<file path="src/rtl/alu_pkg.sv">
// Shared op codes, FSM state type and op classification for the sequenced ALU.
package alu_pkg;

   localparam logic [3:0] ALU_AND   = 4'b0000;
   localparam logic [3:0] ALU_OR    = 4'b0001;
   localparam logic [3:0] ALU_ADD   = 4'b0010;
   localparam logic [3:0] ALU_SLL   = 4'b0011;
   localparam logic [3:0] ALU_SLT   = 4'b0100;
   localparam logic [3:0] ALU_SLTU  = 4'b0101;
   localparam logic [3:0] ALU_SUB   = 4'b0110;
   localparam logic [3:0] ALU_XOR   = 4'b0111;
   localparam logic [3:0] ALU_SRL   = 4'b1000;
   localparam logic [3:0] ALU_MUL   = 4'b1001;
   localparam logic [3:0] ALU_SRA   = 4'b1010;
   localparam logic [3:0] ALU_MULHU = 4'b1011;
   localparam logic [3:0] ALU_DIVU  = 4'b1100;
   localparam logic [3:0] ALU_REMU  = 4'b1101;
   localparam logic [3:0] ALU_DIV   = 4'b1110;
   localparam logic [3:0] ALU_REM   = 4'b1111;

   typedef enum logic [1:0] {
      IDLE = 2'd0,
      ONE  = 2'd1,
      ITER = 2'd2,
      DONE = 2'd3
   } state_t;

   function automatic logic is_iter(input logic [3:0] op);
      return (op == ALU_MUL) || (op == ALU_MULHU) || (op[3:2] == 2'b11);
   endfunction

endpackage

</file>
<file path="src/rtl/alu_iter_core.sv">
// Iterative multiply (shift-add) and divide (restoring) engine; one bit per cycle,
// the final step's result is presented combinationally on o_result while o_last is high.
module alu_iter_core
   import alu_pkg::*;
#(
   parameter int WIDTH = 64
) (
   input  logic             clk,
   input  logic             rst_n,
   input  logic             i_flush,
   input  logic             i_start,
   input  logic [3:0]       i_op,
   input  logic [WIDTH-1:0] i_a,
   input  logic [WIDTH-1:0] i_b,
   output logic             o_last,
   output logic [WIDTH-1:0] o_result
);

   localparam int SHW = $clog2(WIDTH);
   localparam logic [SHW:0] LAST_CNT = (SHW+1)'(WIDTH-1);

   logic             r_run, r_neg_q, r_neg_r, r_dz;
   logic [SHW:0]     r_cnt;
   logic [3:0]       r_op;
   logic [WIDTH-1:0] r_hi, r_lo, r_d;

   logic             w_is_mul, w_signed, w_a_neg, w_b_neg, w_qbit;
   logic [WIDTH-1:0] w_a_mag, w_b_mag, w_hi_n, w_lo_n;
   logic [WIDTH:0]   w_sum, w_shift, w_diff;

   // Operand conditioning at start: magnitudes and sign bookkeeping for signed divide
   always_comb begin
      w_is_mul = (i_op == ALU_MUL) || (i_op == ALU_MULHU);
      w_signed = (i_op == ALU_DIV) || (i_op == ALU_REM);
      w_a_neg  = w_signed && i_a[WIDTH-1];
      w_b_neg  = w_signed && i_b[WIDTH-1];
      w_a_mag  = w_a_neg ? ({WIDTH{1'b0}} - i_a) : i_a;
      w_b_mag  = w_b_neg ? ({WIDTH{1'b0}} - i_b) : i_b;
   end

   // One iteration step; r_hi/r_lo are the 2*WIDTH accumulator or remainder/quotient pair
   always_comb begin
      w_sum   = {1'b0, r_hi} + ({1'b0, r_d} & {(WIDTH+1){r_lo[0]}});
      w_shift = {r_hi, r_lo[WIDTH-1]};
      w_diff  = w_shift - {1'b0, r_d};
      w_qbit  = ~w_diff[WIDTH];
      if ((r_op == ALU_MUL) || (r_op == ALU_MULHU)) begin
         w_hi_n = w_sum[WIDTH:1];
         w_lo_n = {w_sum[0], r_lo[WIDTH-1:1]};
      end else begin
         w_hi_n = w_qbit ? w_diff[WIDTH-1:0] : w_shift[WIDTH-1:0];
         w_lo_n = {r_lo[WIDTH-2:0], w_qbit};
      end
   end

   // Result selection with sign fix-up; a zero divisor forces an all-ones quotient
   always_comb begin
      o_last = r_run && (r_cnt == LAST_CNT);
      case (r_op)
         ALU_MUL:           o_result = w_lo_n;
         ALU_MULHU:         o_result = w_hi_n;
         ALU_DIVU, ALU_DIV: o_result = r_dz ? {WIDTH{1'b1}}
                                            : (r_neg_q ? ({WIDTH{1'b0}} - w_lo_n) : w_lo_n);
         ALU_REMU, ALU_REM: o_result = r_neg_r ? ({WIDTH{1'b0}} - w_hi_n) : w_hi_n;
         default:           o_result = {WIDTH{1'b0}};
      endcase
   end

   // Load, iterate and count
   always_ff @(posedge clk or negedge rst_n) begin
      if (!rst_n) begin
         r_run   <= 1'b0;
         r_cnt   <= {(SHW+1){1'b0}};
         r_op    <= 4'b0000;
         r_hi    <= {WIDTH{1'b0}};
         r_lo    <= {WIDTH{1'b0}};
         r_d     <= {WIDTH{1'b0}};
         r_neg_q <= 1'b0;
         r_neg_r <= 1'b0;
         r_dz    <= 1'b0;
      end else if (i_flush) begin
         r_run <= 1'b0;
         r_cnt <= {(SHW+1){1'b0}};
      end else if (i_start) begin
         r_run   <= 1'b1;
         r_cnt   <= {(SHW+1){1'b0}};
         r_op    <= i_op;
         r_hi    <= {WIDTH{1'b0}};
         r_lo    <= w_is_mul ? i_b : w_a_mag;
         r_d     <= w_is_mul ? i_a : w_b_mag;
         r_neg_q <= w_a_neg ^ w_b_neg;
         r_neg_r <= w_a_neg;
         r_dz    <= (i_b == {WIDTH{1'b0}});
      end else if (r_run) begin
         r_hi <= w_hi_n;
         r_lo <= w_lo_n;
         if (o_last) begin
            r_run <= 1'b0;
            r_cnt <= {(SHW+1){1'b0}};
         end else begin
            r_cnt <= r_cnt + {{SHW{1'b0}}, 1'b1};
         end
      end
   end

endmodule

</file>
<file path="src/rtl/alu_seq.sv">
// Handshaked ALU: single-cycle ops computed combinationally and registered,
// multiply/divide/remainder delegated to alu_iter_core while issue is stalled.
module alu_seq
   import alu_pkg::*;
#(
   parameter int WIDTH = 64
) (
   input  logic             clk,
   input  logic             rst_n,
   input  logic             flush,
   input  logic             in_valid,
   output logic             in_ready,
   input  logic [3:0]       op,
   input  logic [WIDTH-1:0] a,
   input  logic [WIDTH-1:0] b,
   output logic             out_valid,
   input  logic             out_ready,
   output logic [WIDTH-1:0] y,
   output logic             zero,
   output logic             busy
);

   localparam int SHW = $clog2(WIDTH);

   state_t           r_state, w_state_n;
   logic [WIDTH-1:0] r_y, w_alu, w_iter_y;
   logic             r_zero, r_out_valid, r_busy;
   logic             w_held, w_accept, w_op_iter, w_start, w_last;
   logic [SHW-1:0]   w_shamt;

   // Single-cycle datapath
   always_comb begin
      w_shamt = b[SHW-1:0];
      case (op)
         ALU_AND:  w_alu = a & b;
         ALU_OR:   w_alu = a | b;
         ALU_XOR:  w_alu = a ^ b;
         ALU_ADD:  w_alu = a + b;
         ALU_SUB:  w_alu = a - b;
         ALU_SLL:  w_alu = a << w_shamt;
         ALU_SRL:  w_alu = a >> w_shamt;
         ALU_SRA:  w_alu = $unsigned($signed(a) >>> w_shamt);
         ALU_SLT:  w_alu = {{(WIDTH-1){1'b0}}, ($signed(a) < $signed(b))};
         ALU_SLTU: w_alu = {{(WIDTH-1){1'b0}}, (a < b)};
         default:  w_alu = {WIDTH{1'b0}};
      endcase
   end

   // Handshake and next-state; flush wins over any accept in the same cycle
   always_comb begin
      w_held    = (r_state == ONE) || (r_state == DONE);
      in_ready  = (r_state == IDLE) || (w_held && out_ready);
      w_op_iter = is_iter(op);
      w_accept  = in_valid && in_ready && !flush;
      w_start   = w_accept && w_op_iter;
      w_state_n = r_state;
      if (flush) begin
         w_state_n = IDLE;
      end else begin
         case (r_state)
            IDLE: begin
               if (w_accept) w_state_n = w_op_iter ? ITER : ONE;
               else          w_state_n = IDLE;
            end
            ONE, DONE: begin
               if (w_accept)       w_state_n = w_op_iter ? ITER : ONE;
               else if (out_ready) w_state_n = IDLE;
               else                w_state_n = r_state;
            end
            ITER: begin
               if (w_last) w_state_n = DONE;
               else        w_state_n = ITER;
            end
            default: w_state_n = IDLE;
         endcase
      end
   end

   // State register
   always_ff @(posedge clk or negedge rst_n) begin
      if (!rst_n) r_state <= IDLE;
      else        r_state <= w_state_n;
   end

   // Registered result and status outputs
   always_ff @(posedge clk or negedge rst_n) begin
      if (!rst_n) begin
         r_y         <= {WIDTH{1'b0}};
         r_zero      <= 1'b1;
         r_out_valid <= 1'b0;
         r_busy      <= 1'b0;
      end else begin
         r_out_valid <= (w_state_n == ONE) || (w_state_n == DONE);
         r_busy      <= (w_state_n == ITER);
         if (w_accept && !w_op_iter) begin
            r_y    <= w_alu;
            r_zero <= (w_alu == {WIDTH{1'b0}});
         end else if (!flush && (r_state == ITER) && w_last) begin
            r_y    <= w_iter_y;
            r_zero <= (w_iter_y == {WIDTH{1'b0}});
         end
      end
   end

   alu_iter_core #(.WIDTH(WIDTH)) u_iter (
      .clk      (clk),
      .rst_n    (rst_n),
      .i_flush  (flush),
      .i_start  (w_start),
      .i_op     (op),
      .i_a      (a),
      .i_b      (b),
      .o_last   (w_last),
      .o_result (w_iter_y)
   );

   assign y         = r_y;
   assign zero      = r_zero;
   assign out_valid = r_out_valid;
   assign busy      = r_busy;

endmodule

</file>
<file path="config.mk">
export PLATFORM = sky130hd
export DESIGN_NAME = alu_seq
export DESIGN_NICKNAME = d
export VERILOG_FILES = /design/src/rtl/alu_pkg.sv /design/src/rtl/alu_iter_core.sv /design/src/rtl/alu_seq.sv
export SDC_FILE = /design/constraint.sdc
export NUM_CORES = 2
export LEC_CHECK = 0
export ABC_AREA = 1
export CAP_MARGIN = 40
export CELL_PAD_IN_SITES_DETAIL_PLACEMENT = 2
export CELL_PAD_IN_SITES_GLOBAL_PLACEMENT = 2
export CORE_ASPECT_RATIO = 1.5
export CORE_UTILIZATION = 35
export DETAILED_ROUTE_END_ITERATION = 6
export PLACE_DENSITY_LB_ADDON = 0.1
export SETUP_SLACK_MARGIN = 0.2
export SYNTH_ARGS = -nofsm -noshare
export SYNTH_HDL_FRONTEND = slang
export SYNTH_HIERARCHICAL = 1
export SYNTH_SLANG_ARGS = --single-unit
</file>
<file path="constraint.sdc">
create_clock -name clk -period 14.35 [get_ports clk]
set_clock_uncertainty 0.2 [all_clocks]
set_input_delay 3.5875 -clock clk [delete_from_list [all_inputs] [get_ports clk]]
set_output_delay 3.5875 -clock clk [all_outputs]
set_load 0.1 [all_outputs]
</file>
==> results of run 1 <==
==> kinds of logic after synthesis <==
| family | after synthesis | synth area share, % |
|---|---|---|
| AND/OR/NAND/NOR | 6861 | 48.5 |
| buffers and inverters | 2329 | 15.3 |
| AO/OA/AOI/OAI | 1657 | 15.8 |
| adder cells (fa/ha/maj) | 350 | 7.40 |
| flip-flops | 275 | 11.5 |
| XOR/XNOR | 99 | 1.45 |
| multiplexers | 1 | 0.0168 |
==> cells in the mapped netlist (all sizes together), types with 72 or more instances <==
| library cell | instances |
|---|---|
| nand4 | 127 |
| o22ai | 131 |
| o21ai | 611 |
| xor2 | 72 |
| nand2 | 3734 |
| dfrtp | 274 |
| o221ai | 86 |
| inv | 1875 |
| buf | 244 |
| nor3 | 115 |
| a21oi | 603 |
| clkbuf | 202 |
| ha | 346 |
| nor2 | 1194 |
| nand3 | 1564 |
==> stage by stage <==
stage                     setup slack [ns]  instances  hold slack (ns)
after global placement                5.04      13700            0.276
after floorplan                       5.83      11600            0.265
after CTS                             4.93      13900            0.316
after detailed placement              4.86      13800            0.297
==> metal layers <==
layer / GRT usage [%] / overflow
met1: 72.3 / 28
met2: 95.6 / 569
met3: 54.0 / 39
met4: 80.0 / 398
met5: 22.3 / 7
==> summary.md, run 1 <==
| Metric | Value |
|---|---|
| Async S/R FF share, synth | `100%` |
| Die width | `339 microns` |
| Mapped Nets | `12100` |
| Yosys top cell by area | `nand2_1` |
| I/O Buffers | `204` |
| Status | `stopped before the end` |
| Clock Path Buffers | `3` |
| Ranking of synthesized cells by area | `nand2_1 (23%), nand3_1 (13%), inv_1 (12%)` |
| Synthesized cell area | `59600 sq um` |
| CTS Sinks | `275` |
| Prevailing post-synth register cell | `dfrtp_1` |
| Die Y | `507 microns` |
| Largest net degree at the start of global routing | `87` |
| CTS Hold Bufs | `0` |
| Post-synth EDFFs | `0` |
| Fail Step | `global routing (5_1_grt)` |
| GRT Residual Overflow | `1041` |
| First-pass GRT wire length | `955000 microns` |
| Cells after synthesis | `11600` |
| Synthesized flop and latch total | `275` |
| Sequential fraction of the synthesis area | `11.5%` |
| Tool error | `[ERROR GRT-0116] Global routing finished with congestion. Check the congestion regions in the DRC Viewer.` |
| Initial Utilization | `35.2%` |
| Post-CTS Resized | `0` |
| Row count | `185` |
| YS warnings | `6` |
| Dpl hpwl | `427000 microns` |
| Ports | `205` |
| GP Congestion | `1.21` |
| DP Area | `65500 sq um` |
| Total Routing Usage GR | `74.5%` |
| Synth cell types | `72` |
| Root Driver | `clkbuf_16` |
| CTS buffer count | `41` |
| Syn avg cell area | `5.15 sq um` |
| Number of global-route vias before repair | `113000` |
| Top-area cell type share of the netlist area | `23.2%` |
| Post-CTS Setup Bufs | `0` |
| H-tree Lvls | `2` |
==> run 2, diff against run 1 <==
CELL_PAD_IN_SITES_DETAIL_PLACEMENT = not set   (was 2)
CELL_PAD_IN_SITES_GLOBAL_PLACEMENT = not set   (was 2)
CORE_ASPECT_RATIO = not set   (was 1.5)
CORE_UTILIZATION = 29   (was 35)
PLACE_DENSITY_LB_ADDON = 0.15   (was 0.1)
SETUP_SLACK_MARGIN = not set   (was 0.2)
==> summary.md, run 2 <==
| Metric | Value |
|---|---|
| Leakage dissipation | `35.3 nW` |
| Dpl hpwl | `413000 microns (was 427000 microns)` |
| Slew Limit Fails | `0` |
| Ratio of cells with drive above 1 in the final layout | `4.84%` |
| Cells on worst reg2reg path | `37` |
| HP Class | `reg2reg` |
| Initial antenna violation count | `73` |
| Setup TNS | `0 ns` |
| Insertion delay to the later sink of the worst-skew pair | `0.66 ns` |
| Hold path start | `y[12]` |
| Top-area cell type share of the netlist area | `23.2% (unchanged)` |
| Core area | `204000 sq um` |
| CTS Sinks | `275 (unchanged)` |
| Final min period | `9.21 ns` |
| Int Pwr | `4.22 mW` |
| Post-CTS Resized | `0 (unchanged)` |
| Post-route ant nets | `0` |
| CTS Hold Bufs | `0 (unchanged)` |
| Fmax | `109 MHz` |
| Wire per inst | `33.7 microns` |
| Slew at the pin with the worst max-slew slack | `1.05 ns` |
| Mapped Nets | `12100 (unchanged)` |
| CP Data Required Time | `14.74 ns` |
| Peak supply drop | `0.137 mV` |
| CTS tree | `done` |
| Post-Synth XOR/XNOR Area | `1.45% (unchanged)` |
| RSZ-0062 raised after global routing | `false` |
| Worst Hold Endpoint | `y[12]` |
| YS warnings | `6 (unchanged)` |
| Top-count cell post-synth | `nand2_1 (unchanged)` |
| First-pass GRT wire length | `639000 microns` |
| Initial drt markers | `14500` |
| Routed WL | `485000 microns` |
| Comb power frac | `80.5%` |
| Final hold vios | `0` |
| Worst r2r src | `u_iter/r_lo[63]` |
| Data arrival, critical path | `9.60 ns` |
| Ranking of synthesized cells by area | `nand2_1 (23%), nand3_1 (13%), inv_1 (12%) (unchanged)` |
| Post-Synth Adder-Cell Area | `7.40% (unchanged)` |
| Synth cell types | `72 (unchanged)` |
| Die area | `207000 sq um` |
| Syn avg cell area | `5.15 sq um (unchanged)` |
| Startpoint types | `input pin` |
| Synthesized flop and latch total | `275 (unchanged)` |
| Flop2flop setup slack | `5.17 ns` |
| GRT Residual Overflow | `0` |
| Mux cell area share after synthesis | `0.0168% (unchanged)` |
| Largest net degree at the start of global routing | `126` |
| Most common library cells after synthesis | `nand2_1 (3692), inv_1 (1848), nand3_1 (1559) (unchanged)` |
| Vias after detailed routing | `84900` |
| RR Endpoint | `zero` |
| Yosys top cell by area | `nand2_1 (unchanged)` |
| H-tree Lvls | `2 (unchanged)` |
| Compound-Gate Fraction of Synth Area | `15.8% (unchanged)` |
| Clock power share | `8.6%` |
| Synth Area in Simple Gates | `48.5% (unchanged)` |
| Synthesized cell area | `59600 sq um (unchanged)` |
| Commonest non-fill, non-tap cell in the layout | `nand2_1` |
| I/O Buffers | `204 (unchanged)` |
| Crit Path Class | `in2reg` |
| Post-synth EDFFs | `0 (unchanged)` |
| Psw | `8.69 mW` |
| Pwr Density | `193 nW/um^2` |
| Cells after synthesis | `11600 (unchanged)` |
| GP Congestion | `1.13 (was 1.21)` |
| Initial Utilization | `29.2% (was 35.2%)` |
| Crit share post-route | `64.2%` |
| Die Y | `455 microns (was 507 microns)` |
| Relative max-transition margin | `29.3%` |
| Hold path depth | `2` |
| Drt first pass iters | `7` |
| Post-CTS Setup Bufs | `0 (unchanged)` |
| Root Driver | `clkbuf_16 (unchanged)` |
| Prevailing post-synth register cell | `dfrtp_1 (unchanged)` |
| Critical Path Sink Type | `register` |
| Async S/R FF share, synth | `100% (unchanged)` |
| Seq pwr share | `10.8%` |
| Clock Path Buffers | `3 (unchanged)` |
| CTS buffer count | `38 (was 41)` |
| Fin Hold WS | `0.295 ns` |
| Final Setup Violations | `0` |
| Max-cap viol count | `0` |
| Sequential fraction of the synthesis area | `11.5% (unchanged)` |
| Ports | `205 (unchanged)` |
| Largest family of logic cells by synthesized area | `simple AND/OR/NAND/NOR gates (unchanged)` |
| Violations in the final reports | `DRC` |
| Most frequent cells in the layout | `nand2_1 (3690), inv_1 (1842), nand3_1 (1558)` |
| Clock Pin Slew Worst Setup and Hold Paths | `0.06 ns` |
| Synth-to-Final Area Change | `12.1%` |
| Critical-path maximum fanout | `9` |
| Status | `complete, but fails checks (was stopped before the end)` |
| Number of global-route vias before repair | `74300` |
| Die width | `455 microns (was 339 microns)` |
| Number of nets in the layout | `12100` |
| Row count | `166 (was 185)` |
| Total Routing Usage GR | `44.9%` |
| Remaining DRCs | `2` |
| Vias per cell | `5.90` |
| Sw frac | `67.3%` |
-- run 2: cell counts after synthesis --
Identical to the previous run, type by type.
-- run 2: routing by layer --
metal  GRT usage (%)  vias to the layer above  wire length (microns)
li1                -                    37300                      -
met2            57.4                     5948                 180000
met5            1.03                        -                    482
met1            64.3                    41000                 214000
met4            19.2                       28                  21700
met3            17.8                      628                  68400
-- run 2: kinds of logic (layout without fill, tap and decap cells) --
logic type                 Yosys count  count (layout)
DFF                                275             275
adders and majority gates          350             350
xor gates and xnor gates            99              99
and+or+nand+nor                   6861            6861
muxes                                1               1
other                                0              43
buffers and inverters             2329            2408
AOI/OAI and AO/OA                 1657            1657
-- run 2: critical path, cell delays in order --
cell and delay, ns:
clkdlybuf4s50_1 0.93, inv_1 0.18, ha_1 0.29, fa_1 0.43, nor2_1 0.17, nand2_1 0.07
nand3_1 0.26, nand2_1 0.12, nand2_1 0.20, nand2_1 0.11, nand2_1 0.27, nand2_1 0.14
nand2_1 0.27, nand2_1 0.11, nand2_1 0.36, nand2_1 0.30, nand3_1 0.29, nand3_1 0.12
nor2_1 0.12, nand2_1 0.06, nor2_1 0.54, nand3_1 0.22, nor2_1 0.25, nor2_1 0.07
nor2_1 0.11
-- run 2: final cells by class --
class	instances	area (sq um)
Fill cell	24200	138000
Multi-Input combinational cell	8968	43700
Inverter	1882	7080
Sequential cell	275	6890
Timing Repair Buffer	458	4290
Tap cell	2688	3360
Clock buffer	47	1040
Clock inverter	21	319
Antenna cell	43	108
-- run 2: per-stage QoR --
step	cells	setup slack (ns)	utilization (%)	instance area (sq um)	total power [mW]
2_1_floorplan	11600	5.83	-	59600	7.24
3_3_place_gp	14200	4.56	31.6	64500	11.1
3_5_place_dp	14300	4.90	32.0	65300	11.3
4_1_cts	14300	5.51	32.6	66700	12.4
5_1_grt	14400	4.98	32.7	66800	13.5
6_report	14400	5.14	32.7	66800	12.9
-- run 2: worst max-delay path by stage --
stage	from	end	slack, ns	cells after the start
CTS	out_ready	in_ready	5.51	5
global route	u_iter/r_lo[63]	zero	4.98	37
finish	a[0]	zero	5.14	25
global placement	a[2]	zero	4.56	23
floorplan	out_ready	in_ready	5.83	2
detailed placement	a[0]	zero	4.90	25
-- run 2: power groups by stage --
stage          clock network, mW  registers [mW]  logic, mW
6_report                    1.12            1.40       10.4
5_1_grt                     1.15            1.42       10.9
4_1_cts                     1.12            1.39       9.92
3_5_place_dp                   0            1.40       9.87
2_1_floorplan                  0            1.66       5.58
3_3_place_gp                   0            1.40       9.75
No activity file was read; power rests on OpenSTA's default activity.
